**src/rtl/dec_lane_gearbox.sv**
```systemverilog
// fp32 lane-width gearbox: IN_LANES samples in, OUT_LANES samples out, sample-granular ring buffer,
// flush with tail padding and sticky overflow. Define PAD_REPEAT_EN to pad with the last valid sample.

module dec_lane_gearbox_rd_lane #(
    parameter int DW    = 32,
    parameter int DEPTH = 16,
    parameter int LANE  = 0,
    parameter int PW    = 4,
    parameter int CW    = 5
) (
    input  logic                      vld,
    input  logic [CW-1:0]             cnt,
    input  logic [PW-1:0]             rd_ptr,
    input  logic [DEPTH-1:0][DW-1:0]  mem,
    output logic [DW-1:0]             sample
);
    logic [PW-1:0] idx;
`ifdef PAD_REPEAT_EN
    logic [PW-1:0] last_idx;
`endif

    always_comb begin
        idx    = rd_ptr + PW'(LANE);
`ifdef PAD_REPEAT_EN
        // cnt == DEPTH truncates to 0, so rd_ptr-1 is still the newest sample
        last_idx = rd_ptr + cnt[PW-1:0] - PW'(1);
`endif
        sample = '0;
        if (vld) begin
            if (CW'(LANE) < cnt) begin
                sample = mem[idx];
            end else begin
`ifdef PAD_REPEAT_EN
                sample = mem[last_idx];
`else
                sample = '0;
`endif
            end
        end
    end
endmodule

module dec_lane_gearbox #(
    parameter int DW        = 32,
    parameter int IN_LANES  = 1,
    parameter int OUT_LANES = 2,
    parameter int DEPTH     = 16
) (
    input  logic                       clk_78_125,
    input  logic                       rst,
    input  logic                       din_valid,
    input  logic [IN_LANES*DW-1:0]     din,
    output logic                       din_ready,
    output logic                       dout_valid,
    output logic [OUT_LANES*DW-1:0]    dout,
    input  logic                       dout_ready,
    output logic                       dout_last,
    input  logic                       flush,
    output logic                       flush_done,
    output logic [$clog2(DEPTH):0]     fill_level,
    output logic                       overflow
);
    localparam int PW = $clog2(DEPTH);
    localparam int CW = PW + 1;
    localparam logic [CW-1:0] IN_C    = CW'(IN_LANES);
    localparam logic [CW-1:0] OUT_C   = CW'(OUT_LANES);
    localparam logic [CW-1:0] DEPTH_C = CW'(DEPTH);

    typedef enum logic {RUN = 1'b0, FLUSH = 1'b1} state_e;

    state_e                   state_q, state_d;
    logic [CW-1:0]            count_q, count_d;
    logic [PW-1:0]            wr_ptr_q, wr_ptr_d;
    logic [PW-1:0]            rd_ptr_q, rd_ptr_d;
    logic [DEPTH-1:0][DW-1:0] mem_q, mem_d;
    logic                     ovf_q, ovf_d;
    logic                     fdone_q, fdone_d;

    logic                     push, pop, drop;
    logic [CW-1:0]            pop_n;
    logic [OUT_LANES-1:0][DW-1:0] lane_dat;

    always_comb begin
        din_ready  = (state_q == RUN) && ((DEPTH_C - count_q) >= IN_C);
        dout_valid = (state_q == RUN) ? (count_q >= OUT_C) : (count_q != '0);
        dout_last  = (state_q == FLUSH) && (count_q != '0) && (count_q <= OUT_C);
        push       = din_valid && din_ready;
        drop       = din_valid && !din_ready;
        pop        = dout_valid && dout_ready;
        // a partial flush beat consumes everything that is left
        pop_n      = (count_q < OUT_C) ? count_q : OUT_C;
    end

    always_comb begin
        mem_d    = mem_q;
        wr_ptr_d = wr_ptr_q;
        rd_ptr_d = rd_ptr_q;
        if (push) begin
            for (int i = 0; i < IN_LANES; i++) begin
                mem_d[wr_ptr_q + PW'(i)] = din[i*DW +: DW];
            end
            wr_ptr_d = wr_ptr_q + PW'(IN_LANES);
        end
        if (pop) begin
            rd_ptr_d = rd_ptr_q + pop_n[PW-1:0];
        end
        count_d = count_q + (push ? IN_C : '0) - (pop ? pop_n : '0);
        ovf_d   = ovf_q | drop;
    end

    always_comb begin
        state_d = state_q;
        fdone_d = 1'b0;
        case (state_q)
            RUN: begin
                if (flush) begin
                    if (count_d == '0) fdone_d = 1'b1;
                    else               state_d = FLUSH;
                end
            end
            FLUSH: begin
                if (pop && (count_d == '0)) begin
                    state_d = RUN;
                    fdone_d = 1'b1;
                end
            end
            default: state_d = RUN;
        endcase
    end

    always_ff @(posedge clk_78_125 or posedge rst) begin
        if (rst) begin
            state_q  <= RUN;
            count_q  <= '0;
            wr_ptr_q <= '0;
            rd_ptr_q <= '0;
            ovf_q    <= 1'b0;
            fdone_q  <= 1'b0;
        end else begin
            state_q  <= state_d;
            count_q  <= count_d;
            wr_ptr_q <= wr_ptr_d;
            rd_ptr_q <= rd_ptr_d;
            ovf_q    <= ovf_d;
            fdone_q  <= fdone_d;
        end
    end

    // storage carries no reset: contents are only visible through count_q
    always_ff @(posedge clk_78_125) begin
        mem_q <= mem_d;
    end

    for (genvar g = 0; g < OUT_LANES; g++) begin : g_lane
        dec_lane_gearbox_rd_lane #(
            .DW(DW), .DEPTH(DEPTH), .LANE(g), .PW(PW), .CW(CW)
        ) u_lane (
            .vld    (dout_valid),
            .cnt    (count_q),
            .rd_ptr (rd_ptr_q),
            .mem    (mem_q),
            .sample (lane_dat[g])
        );
    end

    assign dout       = lane_dat;
    assign fill_level = count_q;
    assign overflow   = ovf_q;
    assign flush_done = fdone_q;
endmodule

```
**config.mk**
```make
export PLATFORM = sky130hd
export DESIGN_NAME = dec_lane_gearbox
export DESIGN_NICKNAME = d
export VERILOG_FILES = /design/src/rtl/dec_lane_gearbox.sv
export SDC_FILE = /design/constraint.sdc
export NUM_CORES = 1
export LEC_CHECK = 0
export CAP_MARGIN = 30
export CORE_ASPECT_RATIO = 0.9
export CORE_MARGIN = 3
export CORE_UTILIZATION = 40
export DETAILED_ROUTE_END_ITERATION = 8
export PLACE_DENSITY = 0.62
export SYNTH_ARGS = -nofsm -noshare
export SYNTH_HDL_FRONTEND = slang
export SYNTH_SLANG_ARGS = --single-unit
```
**constraint.sdc**
```tcl
create_clock -name clk_78_125 -period 5.9 [get_ports clk_78_125]
set_input_delay 0.885 -clock clk_78_125 [delete_from_list [all_inputs] [get_ports clk_78_125]]
set_output_delay 0.885 -clock clk_78_125 [all_outputs]
set_load 0.1 [all_outputs]
```
; ---- Yosys cells after proc, flatten, opt, wreduce, memory -nomap -nowiden
; Cells that the tools add are included.
[word_totals]
reg_bits = 528
latchBits = 0
ramBits = 0
romBits = 0
in_bits = 37
output_inout_bits = 74
mem_count = 0
[classes]
n_addsub = 6
mul = 0
n_div = 0
n_lt_le_gt_ge = 10
eq_ne = 0
n_shift = 0
n_mux = 23
bitwise_logic = 2
reduce_logical = 11
[ops]
columns = op, count
row1 = $bwmux W512, 1
row2 = $bmux W32 S4, 2
row3 = $mux W32, 7
row4 = $demux W32 S4, 1
row5 = $lt A4 B5 Y1 const B, 3
row6 = $lt A1 B5 Y1 const A, 2
row7 = $mux W5, 2
row8 = $add A4 B1 Y4 const B, 2
row9 = $logic_and A1 B1 Y1, 8
row10 = $mux W1, 8
row11 = $add A5 B1 Y5, 1
row12 = $ge A5 B1 Y1 const B, 1
row13 = $ge A5 B2 Y1 const B, 1
row14 = $le A5 B2 Y1 const B, 1
row15 = $logic_not A5 Y1, 1
row16 = $lt A5 B2 Y1 const B, 1
row17 = $reduce_bool A5 Y1, 1
row18 = $sub A5 B5 Y5, 1
row19 = $sub A5 B5 Y5 const A, 1
row20 = $add A4 B4 Y4, 1
row21 = $ge A4 B1 Y1 const B, 1
row22 = $pmux W1 S2, 2
row23 = $logic_not A1 Y1, 1
row24 = $not A1 Y1, 1
row25 = $or A1 B1 Y1, 1

; ---- Depth between registers and ports, before layout
[logic_depth]
word_depth = 11
depth_mapped = 19

; ---- Hierarchy
; From an unflattened synthesis, not the netlist that was laid out.
[hier_totals]
hier_cells = 1520
area_unflattened_um2 = 25584.5
[modules_own_cells]
columns = module, n_inst, cells_per_inst, area_each_um2, seq_area_each_um2
row1 = dec_lane_gearbox, 1, 651, 16707.3, 15775.1
row2 = dec_lane_gearbox_rd_lane (g_lane[1].u_lane), 1, 600, 4880.9, 0.0
row3 = dec_lane_gearbox_rd_lane (g_lane[0].u_lane), 1, 269, 3996.3, 0.0

; ---- Least setup slack after synthesis
; Ideal clock, no wire load.
[synth_timing]
path_type = register -> register
from = reg count_q[0], in the netlist fill_level[0]
to = reg mem_q[128] (netlist name) (enable)
t_arrival_ns = 5.685
required_time_ns = 5.439
setup_slack_ns = -0.246
path_stages_with_launch = 11
n_path_buf = 1
period_less_slack_ns = 6.146
path_cell_list = dfrtp_1 -> inv_1 -> ha_1 -> nor3b_1 -> ha_1 -> nor4b_1 -> a41oi_2 -> and2_4 -> buf_12 -> inv_8 -> nor3_1
[synth_via]
elab_chain_cells = 4
[synth_rtl]
columns = element, line_no
row1 = "start, declared", 72  ; logic [CW-1:0] count_q, count_d;
row2 = "start signal, assigned", 141  ; count_q <= count_d;
row3 = $sub A5 B5 Y5, 84  ; din_ready = (state_q == RUN) && ((DEPTH_C - count_q) >= IN_C);
row4 = $ge A5 B1 Y1, 84
row5 = $logic_and A1 B1 Y1, 84
row6 = named net din_ready, 53  ; output logic din_ready,
row7 = $logic_and A1 B1 Y1, 87  ; push = din_valid && din_ready;
row8 = "end signal, assigned", 151  ; mem_q <= mem_d;
row9 = "end, declared", 75  ; logic [DEPTH-1:0][DW-1:0] mem_q, mem_d;
; The timed path passes the listed nets, and every way through them passes these cells.
; A chain may end at the register's enable or synchronous reset.

; ---- Final worst setup path
[layout_timing]
from = reg count_q[0], in the netlist fill_level[0]
to = out dout[1]
[layout_via]
elab_chain_cells = 3
[layout_rtl]
columns = element, line_no
row1 = $lt A1 B5 Y1 (tied with other cells), 30  ; if (CW'(LANE) < cnt) begin
row2 = $mux W32 or $mux W1 (tied branches), "30, 85"
row3 = $mux W32 *, 29  ; if (vld) begin
row4 = "end, declared", 55  ; output logic [OUT_LANES*DW-1:0] dout,
; Every way passes the cells marked *; elsewhere a longest branch is shown, timed or not.

==> impl_metrics.prom <==
# TYPE chip_impl_metric gauge
chip_impl_info{name="outcome",value="finished clean"} 1
chip_impl_metric{name="die_area",unit="um^2"} 65100
chip_impl_metric{name="syn2layout_area_growth",unit="%"} 15.4
chip_impl_metric{name="number_of_antenna_violations_at_the_first_check_in_global_routing",unit=""} 5
chip_impl_info{name="ys_dominant_reg_cell",value="sky130_fd_sc_hd__edfxtp_1"} 1
chip_impl_info{name="crit_type",value="register to output port"} 1
chip_impl_metric{name="synthArstFlopShare",unit=""} 0.0303
chip_impl_metric{name="die-width",unit="um"} 269
chip_impl_metric{name="finalCritPeriodShare",unit=""} 0.891
chip_impl_metric{name="synth-adder-area-share",unit=""} 0.0112
chip_impl_metric{name="route.antenna.remaining_nets",unit=""} 0
chip_impl_metric{name="htree_num_levels",unit=""} 2
chip_impl_metric{name="number_of_global_route_vias_before_repair",unit=""} 13842
chip_impl_metric{name="synth-seq-area-share",unit=""} 0.635
chip_impl_metric{name="io_buffer_count",unit=""} 110
chip_impl_metric{name="synth_cells",unit=""} 1227
chip_impl_metric{name="crit_required",unit="ps"} 5020
chip_impl_metric{name="global_route.usage.met2",unit=""} 0.316
chip_impl_metric{name="totalWireLength",unit="um"} 62000
chip_impl_info{name="min-delay-path-class",value="register to register"} 1
chip_impl_metric{name="drt_iter0_drc",unit=""} 1034
chip_impl_metric{name="floorplan.core_area",unit="um^2"} 61300
chip_impl_metric{name="total_global_routing_track_utilization",unit=""} 0.193
chip_impl_metric{name="max_clock_freq",unit="MHz"} 190
chip_impl_metric{name="synth_nets",unit=""} 1285
chip_impl_metric{name="clk_pin_slew_worst_paths",unit="ps"} 60
chip_impl_metric{name="synth.mux.area_fraction",unit=""} 0.273
chip_impl_metric{name="ys_seq_elements",unit=""} 528
chip_impl_metric{name="post_synth_instance_area",unit="um^2"} 24800
chip_impl_metric{name="met3_usage",unit=""} 0.0338
chip_impl_metric{name="synth_edf_count",unit=""} 512
chip_impl_metric{name="synth_warnings",unit=""} 0
chip_impl_metric{name="tightest_slew",unit="ps"} 1000
chip_impl_metric{name="floorplan.initialDensity",unit=""} 0.405
chip_impl_metric{name="grt_use_met1",unit=""} 0.267
chip_impl_metric{name="postCtsResizedCells",unit=""} 0
chip_impl_metric{name="first_pass_grt_wire_length",unit="um"} 92400
chip_impl_info{name="largest_family_of_logic_cells_by_synthesized_area",value="multiplexers"} 1
chip_impl_metric{name="maxCapViolations",unit=""} 0
chip_impl_metric{name="slew_headroom",unit=""} 0.330
chip_impl_metric{name="grt_max_degree",unit=""} 53
chip_impl_info{name="cts_root_buffer",value="sky130_fd_sc_hd__clkbuf_16"} 1
chip_impl_metric{name="layout.cells.non_filler",unit=""} 2176
chip_impl_metric{name="critPathMaxFanout",unit=""} 20
chip_impl_metric{name="share_of_the_synthesized_netlist_area_taken_by_xor_and_xnor_gates",unit=""} 0.00418
chip_impl_metric{name="final_net_count",unit=""} 1400
chip_impl_metric{name="wl_per_cell",unit="um"} 28.5
chip_impl_info{name="busiest_layer",value="met2"} 1
chip_impl_metric{name="grt_remaining_overflow",unit=""} 0
chip_impl_metric{name="report.final.hold_viol_count",unit=""} 0
chip_impl_metric{name="pin_count",unit=""} 111
chip_impl_metric{name="placed_cells_incl_taps",unit=""} 2076
chip_impl_metric{name="yosys.cell_types.count",unit=""} 49
chip_impl_metric{name="postSynthAreaPerCell",unit="um^2"} 20.2
chip_impl_metric{name="die_height",unit="um"} 242
chip_impl_metric{name="cts_post_setup_buffers_inserted",unit=""} 0
chip_impl_metric{name="routed_via_density",unit=""} 6.03
chip_impl_metric{name="n_fill_cell",unit=""} 5087
chip_impl_metric{name="tritoncts.num_buffers",unit=""} 56
chip_impl_metric{name="cts.path.max_buffers",unit=""} 3
chip_impl_metric{name="final_layout_size_suffix_gt1_frac",unit=""} 0.317
chip_impl_metric{name="holdBufCountCts",unit=""} 0
chip_impl_info{name="rsz_0062_raised_after_global_routing",value="no"} 1
chip_impl_metric{name="remaining_drc_errors",unit=""} 0
chip_impl_metric{name="setup_violations",unit=""} 0
chip_impl_metric{name="vias",unit=""} 13119
chip_impl_metric{name="timing_max_transition_violations_final",unit=""} 0
chip_impl_metric{name="cts_num_sinks",unit=""} 528
chip_impl_metric{name="rows",unit=""} 86
chip_impl_metric{name="hpwlAfterDp",unit="um"} 35500
chip_impl_metric{name="critPathArrivalTime",unit="ps"} 4370
chip_impl_metric{name="dr.pass1.iters",unit=""} 5
chip_impl_info{name="element_type_at_the_critical_path_start",value="register"} 1
chip_impl_metric{name="fin_crit",unit="ps"} 5260
chip_impl_metric{name="synth_compound_area_frac",unit=""} 0.0320
chip_impl_metric{name="place_congestion",unit=""} 0.734
chip_impl_info{name="endpoint_kind",value="output port"} 1
chip_impl_info{name="cts_tree",value="yes"} 1
chip_impl_metric{name="finalClockSkew",unit="ps"} 15.7
chip_impl_metric{name="post_synth_and_or_nand_nor_area_fraction",unit=""} 0.0209
chip_impl_metric{name="clk_latency",unit="ps"} 600
==> state kept, by name, indices dropped and copies added (netlist names) <==
| name | flops |
|---|---|
| fill_level | 5 |
| wr_ptr_q | 4 |
| flush_done | 1 |
| state_q | 1 |
| overflow | 1 |
| rd_ptr_q | 4 |
| mem_q | 512 |
==> layer usage <==
layer | up-vias | share of wire
li1 | 5522 | -
met1 | 7064 | 0.42
met2 | 429 | 0.50
met3 | 98 | 0.059
met4 | 6 | 0.023
met5 | - | 0.00065
==> cells in the final DEF (no fill, tap or decap), types with 7 or more instances in the layout <==
| cell type | count |
|---|---|
| sky130_fd_sc_hd__edfxtp_1 | 512 |
| sky130_fd_sc_hd__mux4_2 | 256 |
| sky130_fd_sc_hd__mux2i_1 | 97 |
| sky130_fd_sc_hd__clkdlybuf4s50_1 | 78 |
| sky130_fd_sc_hd__a211oi_1 | 64 |
| sky130_fd_sc_hd__buf_4 | 62 |
| sky130_fd_sc_hd__clkbuf_16 | 57 |
| sky130_fd_sc_hd__nor2b_1 | 33 |
| sky130_fd_sc_hd__o22ai_1 | 32 |
| sky130_fd_sc_hd__ha_1 | 18 |
| sky130_fd_sc_hd__inv_1 | 15 |
| sky130_fd_sc_hd__clkinv_1 | 14 |
| sky130_fd_sc_hd__clkbuf_1 | 13 |
| sky130_fd_sc_hd__dfrtp_1 | 12 |
| sky130_fd_sc_hd__buf_12 | 12 |
| sky130_fd_sc_hd__nand2_1 | 10 |
| sky130_fd_sc_hd__and2_2 | 8 |
| sky130_fd_sc_hd__xnor2_1 | 7 |
==> final timing paths <==
path / startpoint / to / slack [ps] / depth (start not counted)
max: fill_level[0]$_DFF_PP0_ / dout[1] / 640 / 8
min: overflow$_DFF_PP0_ / overflow$_DFF_PP0_ / 490 / 1
max reg2reg: fill_level[0]$_DFF_PP0_ / state_q$_DFF_PP0_ / 1600 / 18
min reg2reg: overflow$_DFF_PP0_ / overflow$_DFF_PP0_ / 490 / 1
max in group asynchronous: rst / rd_ptr_q[1]$_DFFE_PP0P_ / 4710 / 2
min in group asynchronous: rst / fill_level[3]$_DFF_PP0_ / 690 / 2
==> cell usage after synthesis (all sizes together) (5+ instances only) <==
cell type,instances,area (um^2)
ha,19,238
nor2,6,30.0
dfrtp,16,400
clkbuf,31,116
mux4,256,5770
xnor2,7,61.3
nor2b,33,206
edfxtp,512,15400
buf,65,400
nand2,11,41.3
mux2i,98,981
and3,6,42.5
nor3,6,41.3
inv,16,67.6
and2,9,58.8
o22ai,32,200
a211oi,64,480
a21oi,5,25.0
==> critical path, stage by stage (launching register included) <==
cell and delay (ps):
sky130_fd_sc_hd__dfrtp_1 490, sky130_fd_sc_hd__inv_1 140, sky130_fd_sc_hd__ha_1 240, sky130_fd_sc_hd__nor3b_1 140, sky130_fd_sc_hd__ha_1 230, sky130_fd_sc_hd__a22o_2 450
sky130_fd_sc_hd__buf_12 260, sky130_fd_sc_hd__a211oi_1 540, sky130_fd_sc_hd__clkdlybuf4s50_1 1260
==> logic make-up (layout without fill, tap and decap cells) <==
| group | count (synthesis) | in the layout |
|---|---|---|
| mux | 356 | 356 |
| other cells | 2 | 3 |
| fa+ha+maj | 21 | 21 |
| simple gates | 84 | 84 |
| buf+inv | 112 | 268 |
| flops | 528 | 528 |
| xor+xnor | 11 | 11 |
| compound gates | 113 | 113 |
==> through the flow <==
step	instance area [um^2]	worst slack, ps	hold WS [ps]	setup TNS, ps	utilization
5_1_grt	28700	455	508	0	0.467
3_3_place_gp	26800	1090	470	0	0.437
3_5_place_dp	26900	1230	476	0	0.439
2_1_floorplan	24800	-246	574	-23640	-
6_report	28700	643	486	0	0.467
4_1_cts	28700	567	493	0	0.467
==> final cells by class <==
class | count | area [um^2] | share of cell area
flip-flops and latches | 528 | 15800 | 0.551
well taps | 792 | 991 | 0.0346
multi-input cells | 587 | 8540 | 0.298
clock inverters | 29 | 285 | 0.00995
clock buffers | 70 | 1480 | 0.0515
repair buffers | 153 | 1510 | 0.0528
diodes | 1 | 2.50 | 0.0000873
inverters | 16 | 67.6 | 0.00236
Power is not shown: default switching activity piles up to over one toggle a cycle in this logic, so the estimate is an artifact.
